===== src/rtl/cpu_defs.sv =====
// Shared definitions for the memory-access stage: size codes, writeback
// control bit positions, FSM state encoding and the mem-to-wb bundle.
package cpu_defs;

  // access size encoding on e_size / data_size
  localparam logic [1:0] SZ_BYTE = 2'd0;
  localparam logic [1:0] SZ_HALF = 2'd1;
  localparam logic [1:0] SZ_WORD = 2'd2;

  // bit positions inside the writeback control vector
  localparam int CTRL_REGWRITE = 0;
  localparam int CTRL_MEMTOREG = 1;
  localparam int CTRL_LINK     = 2;
  localparam int CTRL_MFC0     = 3;
  localparam int CTRL_HI_WEN   = 4;
  localparam int CTRL_LO_WEN   = 5;
  localparam int CTRL_CP0_WEN  = 6;
  localparam int CTRL_SPARE    = 7;
  localparam int CTRL_W_DEF    = 8;

  typedef enum logic [1:0] {IDLE, REQ, WAIT, DRAIN} mem_state_t;

  // what the WB register captures this cycle
  typedef enum logic [1:0] {WB_BUBBLE, WB_PASS, WB_HOLD} wb_sel_t;

  // memory instruction parked while its bus transaction is in flight
  typedef struct packed {
    logic        memread;
    logic        memwrite;
    logic [1:0]  size;
    logic        sign;
    logic [31:0] ex_out;
    logic [31:0] wdata;
    logic [31:0] pcplus8;
    logic [4:0]  reg_waddr;
    logic [31:0] cp0_rdata;
  } mem_hold_t;

  // mem-to-wb fields, for wrappers that want a single packed bundle
  typedef struct packed {
    logic                  valid;
    logic [31:0]           ex_out;
    logic [31:0]           rdata_out;
    logic [31:0]           pcplus8;
    logic [4:0]            reg_waddr;
    logic [31:0]           cp0_rdata;
    logic [CTRL_W_DEF-1:0] ctrl;
  } dp_mtow;

  // replicate right-aligned store data across every byte lane of the size
  function automatic logic [31:0] lane_rep(input logic [1:0] size, input logic [31:0] d);
    case (size)
      SZ_BYTE: return {4{d[7:0]}};
      SZ_HALF: return {2{d[15:0]}};
      default: return d;
    endcase
  endfunction

endpackage


===== src/rtl/mem_rdata_ext.sv =====
// Load data extraction: pick the addressed byte/half out of the bus word
// and sign- or zero-extend it to 32 bits.
module mem_rdata_ext
  import cpu_defs::*;
(
  input  logic        sign,
  input  logic [1:0]  size,
  input  logic [1:0]  offset,
  input  logic [31:0] rdata,
  output logic [31:0] out
);

  logic [7:0]  byte_v;
  logic [15:0] half_v;

  // lane select then extension
  always_comb begin
    byte_v = rdata[{offset, 3'b000} +: 8];
    half_v = offset[1] ? rdata[31:16] : rdata[15:0];
    case (size)
      SZ_BYTE: out = {{24{sign & byte_v[7]}}, byte_v};
      SZ_HALF: out = {{16{sign & half_v[15]}}, half_v};
      default: out = rdata;
    endcase
  end

endmodule


===== src/rtl/mem_stage.sv =====
// Memory-access stage: runs the two-phase data bus handshake for loads and
// stores, stalls execute while a transaction is open, and registers the
// fields consumed by writeback.
module mem_stage
  import cpu_defs::*;
#(
  parameter int CTRL_W = 8
) (
  input  logic              clk,
  input  logic              rst,
  input  logic              e_valid,
  input  logic              e_memread,
  input  logic              e_memwrite,
  input  logic [1:0]        e_size,
  input  logic              e_sign,
  input  logic [31:0]       e_ex_out,
  input  logic [31:0]       e_wdata,
  input  logic [31:0]       e_pcplus8,
  input  logic [4:0]        e_reg_waddr,
  input  logic [31:0]       e_cp0_rdata,
  input  logic [CTRL_W-1:0] e_ctrl,
  input  logic              flush,
  output logic              m_stall,
  output logic              data_req,
  output logic              data_wr,
  output logic [1:0]        data_size,
  output logic [31:0]       data_addr,
  output logic [31:0]       data_wdata,
  input  logic              data_addr_ok,
  input  logic              data_data_ok,
  input  logic [31:0]       data_rdata,
  output logic              w_valid,
  output logic [31:0]       w_ex_out,
  output logic [31:0]       w_rdata_out,
  output logic [31:0]       w_pcplus8,
  output logic [4:0]        w_reg_waddr,
  output logic [31:0]       w_cp0_rdata,
  output logic [CTRL_W-1:0] w_ctrl
);

  mem_state_t  state, nxt;
  wb_sel_t     wb_sel;
  mem_hold_t   hold;
  logic [CTRL_W-1:0] hold_ctrl;
  logic        memop, latch_hold;
  logic [31:0] ext_data;

  assign memop = e_memread | e_memwrite;

  // bus request fields always come from the parked instruction
  assign data_wr    = hold.memwrite;
  assign data_size  = hold.size;
  assign data_addr  = hold.ex_out;
  assign data_wdata = lane_rep(hold.size, hold.wdata);

  mem_rdata_ext u_ext (
    .sign   (hold.sign),
    .size   (hold.size),
    .offset (hold.ex_out[1:0]),
    .rdata  (data_rdata),
    .out    (ext_data)
  );

  // state register
  always_ff @(posedge clk or posedge rst) begin
    if (rst) state <= IDLE;
    else     state <= nxt;
  end

  // next state, stall, bus request and WB source selection.
  // While REQ/WAIT stall, execute keeps presenting the parked instruction,
  // so e_* is ignored there. A flushed transaction already accepted by the
  // bus must still see its data_ok (DRAIN); non-memory instructions refilling
  // behind the flush flow straight through since they are not stalled.
  always_comb begin
    nxt        = state;
    m_stall    = 1'b0;
    data_req   = 1'b0;
    latch_hold = 1'b0;
    wb_sel     = WB_BUBBLE;
    case (state)
      IDLE: begin
        if (e_valid && memop && !flush) begin
          latch_hold = 1'b1;
          m_stall    = 1'b1;
          nxt        = REQ;
        end else if (e_valid && !flush) begin
          wb_sel = WB_PASS;
        end
      end
      REQ: begin
        data_req = 1'b1;
        m_stall  = !(data_addr_ok && data_data_ok);
        if (data_addr_ok && data_data_ok) begin
          nxt = IDLE;
          if (!flush) wb_sel = WB_HOLD;
        end else if (data_addr_ok) begin
          nxt = flush ? DRAIN : WAIT;
        end else if (flush) begin
          nxt = IDLE;
        end
      end
      WAIT: begin
        m_stall = !data_data_ok;
        if (data_data_ok) begin
          nxt = IDLE;
          if (!flush) wb_sel = WB_HOLD;
        end else if (flush) begin
          nxt = DRAIN;
        end
      end
      DRAIN: begin
        m_stall = e_valid && memop;
        if (data_data_ok) nxt = IDLE;
        if (e_valid && !memop && !flush) wb_sel = WB_PASS;
      end
      default: nxt = IDLE;
    endcase
  end

  // park the memory instruction for the duration of its transaction
  always_ff @(posedge clk or posedge rst) begin
    if (rst) begin
      hold      <= '0;
      hold_ctrl <= '0;
    end else if (latch_hold) begin
      hold.memread   <= e_memread;
      hold.memwrite  <= e_memwrite;
      hold.size      <= e_size;
      hold.sign      <= e_sign;
      hold.ex_out    <= e_ex_out;
      hold.wdata     <= e_wdata;
      hold.pcplus8   <= e_pcplus8;
      hold.reg_waddr <= e_reg_waddr;
      hold.cp0_rdata <= e_cp0_rdata;
      hold_ctrl      <= e_ctrl;
    end
  end

  // mem-to-wb register; bubbles are fully zeroed so w_ctrl is 0 when invalid
  always_ff @(posedge clk or posedge rst) begin
    if (rst) begin
      w_valid     <= 1'b0;
      w_ex_out    <= '0;
      w_rdata_out <= '0;
      w_pcplus8   <= '0;
      w_reg_waddr <= '0;
      w_cp0_rdata <= '0;
      w_ctrl      <= '0;
    end else begin
      case (wb_sel)
        WB_PASS: begin
          w_valid     <= 1'b1;
          w_ex_out    <= e_ex_out;
          w_rdata_out <= '0;
          w_pcplus8   <= e_pcplus8;
          w_reg_waddr <= e_reg_waddr;
          w_cp0_rdata <= e_cp0_rdata;
          w_ctrl      <= e_ctrl;
        end
        WB_HOLD: begin
          w_valid     <= 1'b1;
          w_ex_out    <= hold.ex_out;
          w_rdata_out <= hold.memread ? ext_data : 32'h0;
          w_pcplus8   <= hold.pcplus8;
          w_reg_waddr <= hold.reg_waddr;
          w_cp0_rdata <= hold.cp0_rdata;
          w_ctrl      <= hold_ctrl;
        end
        default: begin
          w_valid     <= 1'b0;
          w_ex_out    <= '0;
          w_rdata_out <= '0;
          w_pcplus8   <= '0;
          w_reg_waddr <= '0;
          w_cp0_rdata <= '0;
          w_ctrl      <= '0;
        end
      endcase
    end
  end

endmodule

===== config.mk =====
export PLATFORM = sky130hd
export DESIGN_NAME = mem_stage
export DESIGN_NICKNAME = d
export VERILOG_FILES = /design/src/rtl/cpu_defs.sv /design/src/rtl/mem_rdata_ext.sv /design/src/rtl/mem_stage.sv
export SDC_FILE = /design/constraint.sdc
export NUM_CORES = 1
export LEC_CHECK = 0
export BUFFER_PORTS_ARGS = -buffer_cell sky130_fd_sc_hd__buf_2
export CORE_ASPECT_RATIO = 0.7
export CORE_MARGIN = 2
export CORE_UTILIZATION = 51
export DETAILED_ROUTE_END_ITERATION = 7
export PLACE_DENSITY = 0.8
export SYNTH_ARGS = -nofsm -noshare
export SYNTH_HDL_FRONTEND = slang
export SYNTH_SLANG_ARGS = --single-unit

===== constraint.sdc =====
create_clock -name clk -period 10.09 [get_ports clk]
set_input_delay 0.5045 -clock clk [delete_from_list [all_inputs] [get_ports clk]]
set_output_delay 0.5045 -clock clk [all_outputs]
set_load 0.03 [all_outputs]

==> After elaboration in Yosys (flattened, before gate mapping) <==
Cells that the tools add are included.
{ "word_totals": {"regBits": 290, "latchBits": 0, "mem_bits_rw": 0, "romBits": 0, "output_inout_bits": 211, "word_cells": 77, "mem_count": 0} }
{ "op_classes": {"addsub": 0, "multipliers": 0, "n_div": 0, "magnitude_cmp": 0, "eq_ne": 10, "shifts": 1, "muxes": 31, "n_bitwise": 3, "n_reduce_logical": 14} }
{ "ops": {"columns": ["cell", "n"], "rows": [
  ["32-bit one-hot mux with 2 select lines", 5],
  ["32-bit two-way mux", 2],
  ["32-bit by 6-bit indexed part select with 8-bit output", 1],
  ["2-bit two-way mux", 10],
  ["16-bit two-way mux", 1],
  ["2-bit one-hot mux with 4 select lines", 2],
  ["8-bit one-hot mux with 2 select lines", 1],
  ["5-bit one-hot mux with 2 select lines", 1],
  ["1-bit two-way mux", 8],
  ["2-bit by 1-bit equality test with 1-bit output (second input constant)", 3],
  ["2-bit equality test (second input constant)", 3],
  ["1-bit logical AND", 6],
  ["1-bit zero test", 4],
  ["2-bit zero test", 2],
  ["2-bit inequality test (second input constant)", 2],
  ["4-bit inequality test (second input constant)", 1],
  ["1-bit one-hot mux with 4 select lines", 1],
  ["4-bit AND reduction", 1],
  ["3-bit inequality test (second input constant)", 1],
  ["1-bit AND", 2],
  ["2-bit OR reduction", 1],
  ["1-bit bitwise OR", 1]
]} }

==> Depth between registers and ports, before layout <==
Gate-level depths: netlist (run 1).
{ "depth": {"ltp_word": 9, "depth_mapped": 11, "mapped_depth_nobuf": 9} }

==> Cells and area by module <==
From an unflattened synthesis (run 1), not the netlist that was laid out.
{ "unflattened": {"hier_cells": 996, "area_unflattened_um2": 13007.5} }
{ "modules_own_cells": {"columns": ["module", "n_inst", "cells_per_inst", "area_per_inst_um2", "seq_area_each_um2"], "rows": [
  ["mem_stage", 1, 873, 12301.8, 7257.0],
  ["mem_rdata_ext", 1, 123, 705.7, 0.0]
]} }

==> Worst setup path after synthesis (run 1) <==
Ideal clock, no wire load.
{ "synth_path": {"path_type": "reg-to-reg", "start": "reg state[0]", "end": "reg w_ex_out[12]", "setup_ps": 72, "t_arrival_ps": 2258, "t_required_ps": 10018, "path_slack_ps": 7759, "stages_incl_launch_ff": 12, "path_buffers": 3, "path_cell_list": "dfrtp_1 -> inv_1 -> ha_1 -> o21ai_0 -> or3_1 -> inv_1 -> ha_1 -> clkbuf_1 -> buf_2 -> buf_1 -> a22oi_1 -> nor2_1"} }
{ "synth_via": {"elab_chain_len": 4, "word_cells_on_any_way": 8, "cone_classes": "eq/ne (5); mux (2); reduce/logical (1)"} }
{ "synth_rtl": {"columns": ["element", "line", "text"], "rows": [
  ["start: declaration", "mem_stage.sv:41", "mem_state_t state, nxt;"],
  ["start signal: assignment", "mem_stage.sv:67", "else state <= nxt;"],
  ["2-bit equality test (tied with other cells)", "mem_stage.sv:81", "case (state)"],
  ["2-bit one-hot mux with 4 select lines *", "mem_stage.sv:81", null],
  ["2-bit equality test or 2-bit by 1-bit equality test with 1-bit output (tied branches)", "mem_stage.sv:151", "case (wb_sel)"],
  ["32-bit one-hot mux with 2 select lines *", "mem_stage.sv:151", null],
  ["end signal: assignment", "mem_stage.sv:154", "w_ex_out <= e_ex_out;"],
  ["end signal: assignment", "mem_stage.sv:163", "w_ex_out <= hold.ex_out;"],
  ["end: declaration", "mem_stage.sv:33", "output logic [31:0] w_ex_out,"]
]} }
Mark *: on every way between the ends. The rest lies on a longest branch, timed or not.
A chain may end at the register's enable or synchronous reset.

==> Final worst setup path (run 1) <==
{ "layout_path": {"start": "reg state[1]", "end": "reg w_rdata_out[26]"} }
{ "layout_via": {"elab_chain_len": 4, "word_cells_on_any_way": 7, "cone_classes": "eq/ne (4); mux (2); reduce/logical (1)"} }
{ "layout_rtl": {"columns": ["element", "line", "text"], "rows": [
  ["2-bit equality test (tied with other cells)", "mem_stage.sv:81", null],
  ["2-bit one-hot mux with 4 select lines *", "mem_stage.sv:81", null],
  ["2-bit equality test *", "mem_stage.sv:151", null],
  ["32-bit two-way mux *", "mem_stage.sv:151", null],
  ["end signal: assignment", "mem_stage.sv:164", "w_rdata_out <= hold.memread ? ext_data : 32'h0;"],
  ["end: declaration", "mem_stage.sv:34", "output logic [31:0] w_rdata_out,"]
]} }
Marked as above.

==> out/metrics.csv, run 1 <==
stage,metric,value,unit
synth,"Cell Area, Synth",12020,µm²
route,average detailed-routed wire length per instance,19.35,µm
setup_path,type of element capturing the critical path,flop,
timing,Hold Fails Final Rpt,0,
power,PD cells,282.9,nW/µm²
timing,Tightest Pin Transition,935.2,ps
clocking,clock slew at the register clock pins of the worst setup and hold paths,60,ps
power,switching fraction of total power,35.54,%
timing,Max Freq,293.0,MHz
final_layout,final cell area excluding filler cells,14850,µm²
clocking,Clock Latency Late Sink,530,ps
final_layout,post-layout net count,1446,
synth,Yosys reg bits,290,
timing,"Min Clock Period, post-route",3413,ps
power,leakage power figure,7.455,nW
placed_design,DP HPWL,20420,µm
floorplan,Placement Rows,46,
final_layout,"most common cell after layout, fill and taps aside",sky130_fd_sc_hd__buf_2,
power,internal portion of total power,2.708,mW
setup_path,required time of the worst setup path,10550,ps
timing,final setup skew,11.61,ps
grt,total overflow reported by the global router,0,
setup_path,critical path arrival,3870,ps
clocking,TritonCTS Sinks,290,
clocking,CTS Root Cell,sky130_fd_sc_hd__clkbuf_16,
timing,setup-violating endpoint count in the final report,0,
synth,"Warnings, synthesis",0,
placed_design,area post-placement,13890,µm²
power,maximum ir drop on the vdd rail,0.2583,mV
job,Maximum Capacitance Violations,0,
setup_path,category of the critical setup timing path,flop to flop,
placed_design,placer's final routability congestion estimate,0.8955,
clocking,maximum buffer depth of the clock tree,3,
synth,count of mapped cells out of synthesis,927,
floorplan,area inside the core boundary,22910,µm²
grt,All-Layer GR Usage,24.45,%
synth,proportion of netlist area held by the largest area contributor,60.37,%
synth,ranking of synthesized cells by area,"sky130_fd_sc_hd__dfrtp_1, sky130_fd_sc_hd__mux2_2, sky130_fd_sc_hd__a22oi_1",
grt,vias in the first global route,8846,
placed_design,port buffer count,394,
timing,RSZ-0062 raised after global routing,false,
clocking,total CTS buffers,28,
timing,Max Transition Viols Final,0,
grt,maximum number of pins on one net before global-route repair,95,
route,number of search-and-repair iterations in the first detailed-routing pass,5,
floorplan,effective utilization at floorplan,52.47,%
setup_path,critical path's slowest cell,sky130_fd_sc_hd__buf_4,
floorplan,die boundary height,132.4,µm
route,Final ANT Viol Nets,0,
power,net switching component of the power,1.493,mW
clocking,cells resized by post-CTS repair,0,
floorplan,die boundary width,187.5,µm
synth,proportion of synthesized chip area in sequential cells,60.37,%
synth,per-instance average area after synthesis,12.97,µm²
timing,post-route worst setup slack,6677,ps
route,total number of vias,8691,
timing,Max-Slew Margin vs Limit,37.65,%
synth,post-synthesis net count,1119,
synth,library cell with the largest summed area after synthesis,sky130_fd_sc_hd__dfrtp_1,
timing,final worst path period share,33.82,%
setup_path,highest fanout seen on the critical path,72,
status,result of the run,finished clean,
power,clock network power share,25.7,%
route,total routed wirelength,30740,µm
setup_path,Critical Path Source Type,flop,
final_layout,share of cells above drive strength 1,49.80,%
power,register share of total power,40.0,%
clocking,hold-fix buffer count after cts,0,
final_layout,final non-filler cell total,1589,
setup_path,worst-path cell chain,inv_1 > ha_1 > nor2_1 > o2111a_1 > ha_4 > buf_4 > and3_1 > a21o_1,
synth,number of library cell types mapped by synthesis,37,
route,1st-iter DRT viols,575,
route,average via count per standard cell,5.469,
timing,final setup TNS,0,ps
worst_hold_path,path class of the lowest-slack min-delay path,primary input to asynchronous set/reset pin,
power,Comb power frac,34.3,%
final_layout,highest-count cells in the layout ignoring fill and taps,"sky130_fd_sc_hd__buf_2, sky130_fd_sc_hd__dfrtp_1, sky130_fd_sc_hd__mux2_2, sky130_fd_sc_hd__nor2_1, sky130_fd_sc_hd__a22oi_1",
route,post-route DRC violation count,0,
grt,global-route wire length before repair,48670,µm
grt,initial antenna violation count,5,
placed_design,number of cells in the design after placement,1536,
clocking,H-tree depth,1,
clocking,CTS tree,built,
clocking,post-CTS setup-driven buffer insertion count,0,
setup_path,largest stage delay on the critical path,720,ps
floorplan,Die ar.,24830,µm²
final_layout,Area Overhead vs Synth,23.57,%
placed_design,worst setup timing slack at the placement stage,6756,ps
floorplan,Top-Level Pins,395,
logic make-up (layout without fill, tap and decap cells):
logic type               after synthesis  count (layout)  synth area share, %
AO/OA/AOI/OAI                        174             174                10.79
adder cells (fa/ha/maj)                8               8               0.8328
buffers and inverters                116             464                5.288
flip-flops                           290             290                60.37
multiplexers                         187             187                17.42
other                                  0               2                    0
AND/OR/NAND/NOR                      152             152                5.288
power groups by stage:
stage / combinational (mW) / sequential [mW] / clock, mW
after floorplan: 1.19 / 1.66 / 0
after global placement: 1.41 / 1.67 / 0
after detailed placement: 1.44 / 1.69 / 0
after CTS: 1.45 / 1.68 / 1.10
after global routing: 1.54 / 1.72 / 1.15
final: 1.44 / 1.68 / 1.08
synth_stat cells:
master                        n
sky130_fd_sc_hd__a2111oi_4    1
sky130_fd_sc_hd__a211oi_1     9
sky130_fd_sc_hd__a21o_1      16
sky130_fd_sc_hd__a21oi_1     14
sky130_fd_sc_hd__a221oi_1     1
sky130_fd_sc_hd__a222oi_1     7
sky130_fd_sc_hd__a22oi_1    109
sky130_fd_sc_hd__a31o_2       1
sky130_fd_sc_hd__and2_1       1
sky130_fd_sc_hd__and3_1       1
sky130_fd_sc_hd__buf_1        8
sky130_fd_sc_hd__buf_2       22
sky130_fd_sc_hd__buf_4       42
sky130_fd_sc_hd__buf_6        2
sky130_fd_sc_hd__clkbuf_1    34
sky130_fd_sc_hd__dfrtp_1    290
sky130_fd_sc_hd__ha_1         8
sky130_fd_sc_hd__inv_1        8
sky130_fd_sc_hd__mux2_2     178
sky130_fd_sc_hd__mux2i_1      9
sky130_fd_sc_hd__nand2_1     12
sky130_fd_sc_hd__nand2b_1     2
sky130_fd_sc_hd__nand2b_4     1
sky130_fd_sc_hd__nand3b_1     1
sky130_fd_sc_hd__nor2_1     120
sky130_fd_sc_hd__nor2_2       1
sky130_fd_sc_hd__nor2b_1      9
sky130_fd_sc_hd__nor3_1       1
sky130_fd_sc_hd__nor3b_1      1
sky130_fd_sc_hd__nor3b_2      1
sky130_fd_sc_hd__o2111a_1     1
sky130_fd_sc_hd__o21a_1       1
sky130_fd_sc_hd__o21a_4       1
sky130_fd_sc_hd__o21ai_0     11
sky130_fd_sc_hd__o21ai_2      1
sky130_fd_sc_hd__o221ai_1     1
sky130_fd_sc_hd__or3_1        1
layout make-up:
type,count,area (µm²)
clock inverter,7,113.9
tap,312,390.4
inverter,8,37.54
clock buffer,44,842.1
sequential,290,7257
timing repair buffer,405,2054
fill,1819,8054
antenna,2,5.005
multi-input combinational,521,4153
metal layers:
layer	vias to the layer above	GRT usage, %	part of all wire [%]
met5	-	0	0.12
met4	6	6.124	2.1
met3	49	6.207	8.0
met2	352	40.25	48
met1	4393	32.80	42
li1	3891	-	-
final timing paths:
path | from | endpoint | slack (ps) | cells past startpoint
worst max register to register | state[1] | w_rdata_out[26] | 6680 | 8
worst min-delay path | rst | hold[42] | 80 | 2
max in group asynchronous | rst | hold[91] | 7880 | 4
worst min register to register | hold[90] | hold[90] | 500 | 1
worst max-delay path | state[1] | w_rdata_out[26] | 6680 | 8
min in group clk | data_rdata[23] | w_rdata_out[23] | 200 | 2
state kept, by name, indices dropped and copies added (netlist names):
name and count:
data_wr 1, w_pcplus8 32, hold 103, w_rdata_out 32, w_ctrl 8, w_ex_out 32, state 2, hold_ctrl 8
w_cp0_rdata 32, data_size 2, w_valid 1, data_addr 32, w_reg_waddr 5
metrics by stage:
| step | power, mW | util, % | hold WS [ps] |
|---|---|---|---|
| 6_report | 4.201 | 64.84 | 84.74 |
| 5_1_grt | 4.416 | 64.84 | 123.0 |
| 4_1_cts | 4.224 | 64.82 | 99.36 |
| 3_5_place_dp | 3.135 | 60.65 | 491.6 |
| 3_3_place_gp | 3.079 | 60.65 | 481.7 |
| 2_1_floorplan | 2.849 | - | 473.7 |
worst max-delay path: cells and delay by family (launching register included):
kind            cells  cell delay (ps)
buf+inv             2              830
fa+ha+maj           2              720
simple gates        2              800
compound gates      2              480
flops               1              410
No activity file was read; power rests on OpenSTA's default activity.
==> run 2, diff against run 1 <==
ABC_AREA = 1   (was not set)
CORE_UTILIZATION = 52   (was 51)
PLACE_DENSITY = 0.81   (was 0.8)
clock period = 3.3 ns   (was 10.09 ns; I/O delays follow)
==> run 2 against run 1 <==
Synthesized cell count is 34% higher. Routed wire length is 34% higher. Clock-buffer cell count is 4 lower. Cell count is 32% higher. Non-clock buffer count is 190 higher. Sequential share of layout area is 7.2 points lower. Critical endpoint is now w_rdata_out[31]. Largest power group unchanged.
==> out/metrics.csv, run 2 <==
stage,metric,value,unit,change
final_layout,Area Overhead vs Synth,36.91,%,
power,leakage power figure,9.006,nW,+21%
final_layout,max FFs per register,103,,unchanged
setup_path,largest stage delay on the critical path,510,ps,-210 ps
timing,Tightest Pin Transition,1058,ps,+122.8 ps
grt,maximum number of pins on one net before global-route repair,110,,+16%
worst_hold_path,path class of the lowest-slack min-delay path,primary input to flop,,
final_layout,highest-count cells in the layout ignoring fill and taps,"sky130_fd_sc_hd__buf_2, sky130_fd_sc_hd__nand2_1, sky130_fd_sc_hd__dfrtp_1, sky130_fd_sc_hd__dlygate4sd3_1, sky130_fd_sc_hd__a21oi_1",,
route,total routed wirelength,41070,µm,+34%
synth,count of mapped cells out of synthesis,1242,,+34%
setup_path,highest fanout seen on the critical path,16,,-78%
placed_design,DP HPWL,23560,µm,+15%
timing,final setup TNS,0,ps,unchanged
clocking,hold-fix buffer count after cts,175,,+175
final_layout,share of cells above drive strength 1,34.20,%,-16 points
clocking,cells resized by post-CTS repair,0,,unchanged
final_layout,fillers,1483,,-18%
placed_design,number of cells in the design after placement,1866,,+21%
synth,proportion of synthesized chip area in sequential cells,57.06,%,-3.3 points
timing,Max-Slew Margin vs Limit,29.32,%,-8.3 points
synth,share of flip-flops with an asynchronous set or reset after synthesis,100.0,%,unchanged
placed_design,placer's final routability congestion estimate,0.9367,,+4.6%
route,number of search-and-repair iterations in the first detailed-routing pass,6,,+1
clocking,post-CTS setup-driven buffer insertion count,0,,unchanged
synth,most used standard cell by instance count after synthesis,sky130_fd_sc_hd__nand2_1,,
grt,total overflow reported by the global router,0,,unchanged
clocking,total CTS buffers,28,,unchanged
setup_path,category of the critical setup timing path,flop to flop,,
timing,final worst path period share,82.82,%,+49 points
setup_path,type of element capturing the critical path,flop,,
clocking,maximum buffer depth of the clock tree,3,,unchanged
floorplan,Placement Rows,47,,+2.2%
grt,vias in the first global route,11775,,+33%
clocking,H-tree depth,1,,unchanged
timing,Max Transition Viols Final,0,,unchanged
power,maximum ir drop on the vdd rail,0.6978,mV,+170%
final_layout,final cell area excluding filler cells,17410,µm²,+17%
setup_path,Worst Path Buf+Inv,2,,unchanged
grt,All-Layer GR Usage,31.64,%,+7.2 points
placed_design,area post-placement,14670,µm²,+5.6%
clocking,Clock Latency Late Sink,540,ps,about the same
route,1st-iter DRT viols,979,,+70%
job,Maximum Capacitance Violations,0,,unchanged
synth,number of library cell types mapped by synthesis,32,,-14%
synth,"Warnings, synthesis",0,,unchanged
final_layout,post-layout util,73.11,%,+8.3 points
setup_path,required time of the worst setup path,3760,ps,-6790 ps
timing,post-route worst hold slack,61.20,ps,-23.53 ps
route,average detailed-routed wire length per instance,19.61,µm,+1.4%
route,total number of vias,11393,,+31%
timing,Max Freq,365.9,MHz,+25%
setup_path,critical path's slowest cell,sky130_fd_sc_hd__nor4_1,,
floorplan,effective utilization at floorplan,53.40,%,+0.92 points
synth,synth cell count leaders,"sky130_fd_sc_hd__nand2_1, sky130_fd_sc_hd__dfrtp_1, sky130_fd_sc_hd__a21oi_1",,
grt,initial antenna violation count,1,,-4
final_layout,area of the multi-input gates,4578,µm²,+10%
synth,post-synthesis net count,1434,,+28%
route,Final ANT Viol Nets,0,,unchanged
timing,Hold Fails Final Rpt,0,,unchanged
timing,setup-violating endpoint count in the final report,0,,unchanged
floorplan,Die ar.,25740,µm²,+3.7%
clocking,CTS Root Cell,sky130_fd_sc_hd__clkbuf_16,,
power,"sum of internal, switching and leakage power",13.59,mW,+220%
grt,global-route wire length before repair,63780,µm,+31%
final_layout,FF+latch area,7257,µm²,unchanged
final_layout,"most common cell after layout, fill and taps aside",sky130_fd_sc_hd__buf_2,,
final_layout,post-layout net count,1945,,+35%
final_layout,final non-filler cell total,2094,,+32%
placed_design,worst setup timing slack at the placement stage,545.1,ps,-6211 ps
route,post-route DRC violation count,0,,unchanged
timing,RSZ-0062 raised after global routing,false,,
floorplan,Top-Level Pins,395,,unchanged
synth,ranking of synthesized cells by area,"sky130_fd_sc_hd__dfrtp_1, sky130_fd_sc_hd__nand2_1, sky130_fd_sc_hd__mux2_4",,
timing,"Min Clock Period, post-route",2733,ps,-679.5 ps
floorplan,die boundary height,134.8,µm,+1.8%
synth,Yosys reg bits,290,,unchanged
floorplan,die boundary width,190.9,µm,+1.8%
placed_design,port buffer count,394,,unchanged
setup_path,family with the most delay on the worst path,simple AND/OR/NAND/NOR gates,,
final_layout,register with the most flip-flops,hold,,
synth,"Cell Area, Synth",12720,µm²,+5.8%
timing,post-route worst setup slack,566.8,ps,-6110 ps
power,PD cells,780.5,nW/µm²,+180%
floorplan,area inside the core boundary,23820,µm²,+4.0%
synth,count of flip-flops with a built-in enable after synthesis,0,,unchanged
clocking,CTS tree,built,,
status,result of the run,finished clean,,
clocking,clock slew at the register clock pins of the worst setup and hold paths,70,ps,about the same
setup_path,critical path arrival,3190,ps,-680 ps
route,average via count per standard cell,5.441,,-0.52%
synth,most instantiated flip-flop cell in the synthesis netlist,sky130_fd_sc_hd__dfrtp_1,,
synth,per-instance average area after synthesis,10.24,µm²,-21%
synth,library cell with the largest summed area after synthesis,sky130_fd_sc_hd__dfrtp_1,,
setup_path,worst-path cell chain,inv_1 > ha_2 > nand2_1 > nor4_1 > ha_4 > nand2_1 > inv_1 > nand2_4 > nor2_1,,
setup_path,Critical Path Source Type,flop,,
clocking,TritonCTS Sinks,290,,unchanged
timing,final setup skew,8.914,ps,-2.700 ps
synth,proportion of netlist area held by the largest area contributor,57.06,%,-3.3 points
run 2: layer usage:
layer | track usage, % | share of wire, %
met5 | 0 | 0
met3 | 7.562 | 9.8
met4 | 13.91 | 4.8
met1 | 39.80 | 37
met2 | 52.44 | 48
run 2: final timing paths:
path                          startpoint              end  slack [ps]  cells after the start
setup / recovery                state[1]  w_rdata_out[31]         570                      9
hold / removal             data_rdata[2]   w_rdata_out[2]          60                      5
setup reg to reg                state[1]  w_rdata_out[31]         570                      9
hold reg to reg                  hold[9]          hold[9]         490                      1
max in group asynchronous            rst          hold[1]        1990                      4
min in group asynchronous            rst    data_addr[28]         430                      3
run 2: report_power, final:
| part | total (mW) | internal, mW | switching (mW) | leakage [nW] |
|---|---|---|---|---|
| Clock | 3.42 | 2.01 | 1.41 | 0.484 |
| Combinational | 5.00 | 1.88 | 3.13 | 4.77 |
| Sequential | 5.17 | 4.49 | 0.680 | 3.75 |
| Total | 13.6 | 8.37 | 5.22 | 9.01 |
run 2: worst reg2reg max path: stages (launching register included):
cell                      delay [ps]
sky130_fd_sc_hd__dfrtp_1         390
sky130_fd_sc_hd__inv_1           110
sky130_fd_sc_hd__ha_2            320
sky130_fd_sc_hd__nand2_1          40
sky130_fd_sc_hd__nor4_1          510
sky130_fd_sc_hd__ha_4            240
sky130_fd_sc_hd__nand2_1         260
sky130_fd_sc_hd__inv_1           330
sky130_fd_sc_hd__nand2_4         270
sky130_fd_sc_hd__nor2_1          190
run 2: kinds of logic after synthesis:
kind of cell	after synthesis	synth area share, %
buffers and inverters	166	7.261
muxes	106	11.36
and+or+nand+nor	506	16.44
adders and majority gates	8	0.7871
AOI/OAI and AO/OA	166	7.084
DFF	290	57.06
run 2: area by class of cell:
class,instances,share of cell area [%]
multi-input combinational,786,26.29
clock inverter,12,0.8695
clock buffer,40,4.807
timing repair buffer,595,22.87
tap,318,2.285
antenna,1,0.01437
inverter,52,1.186
sequential,290,41.68
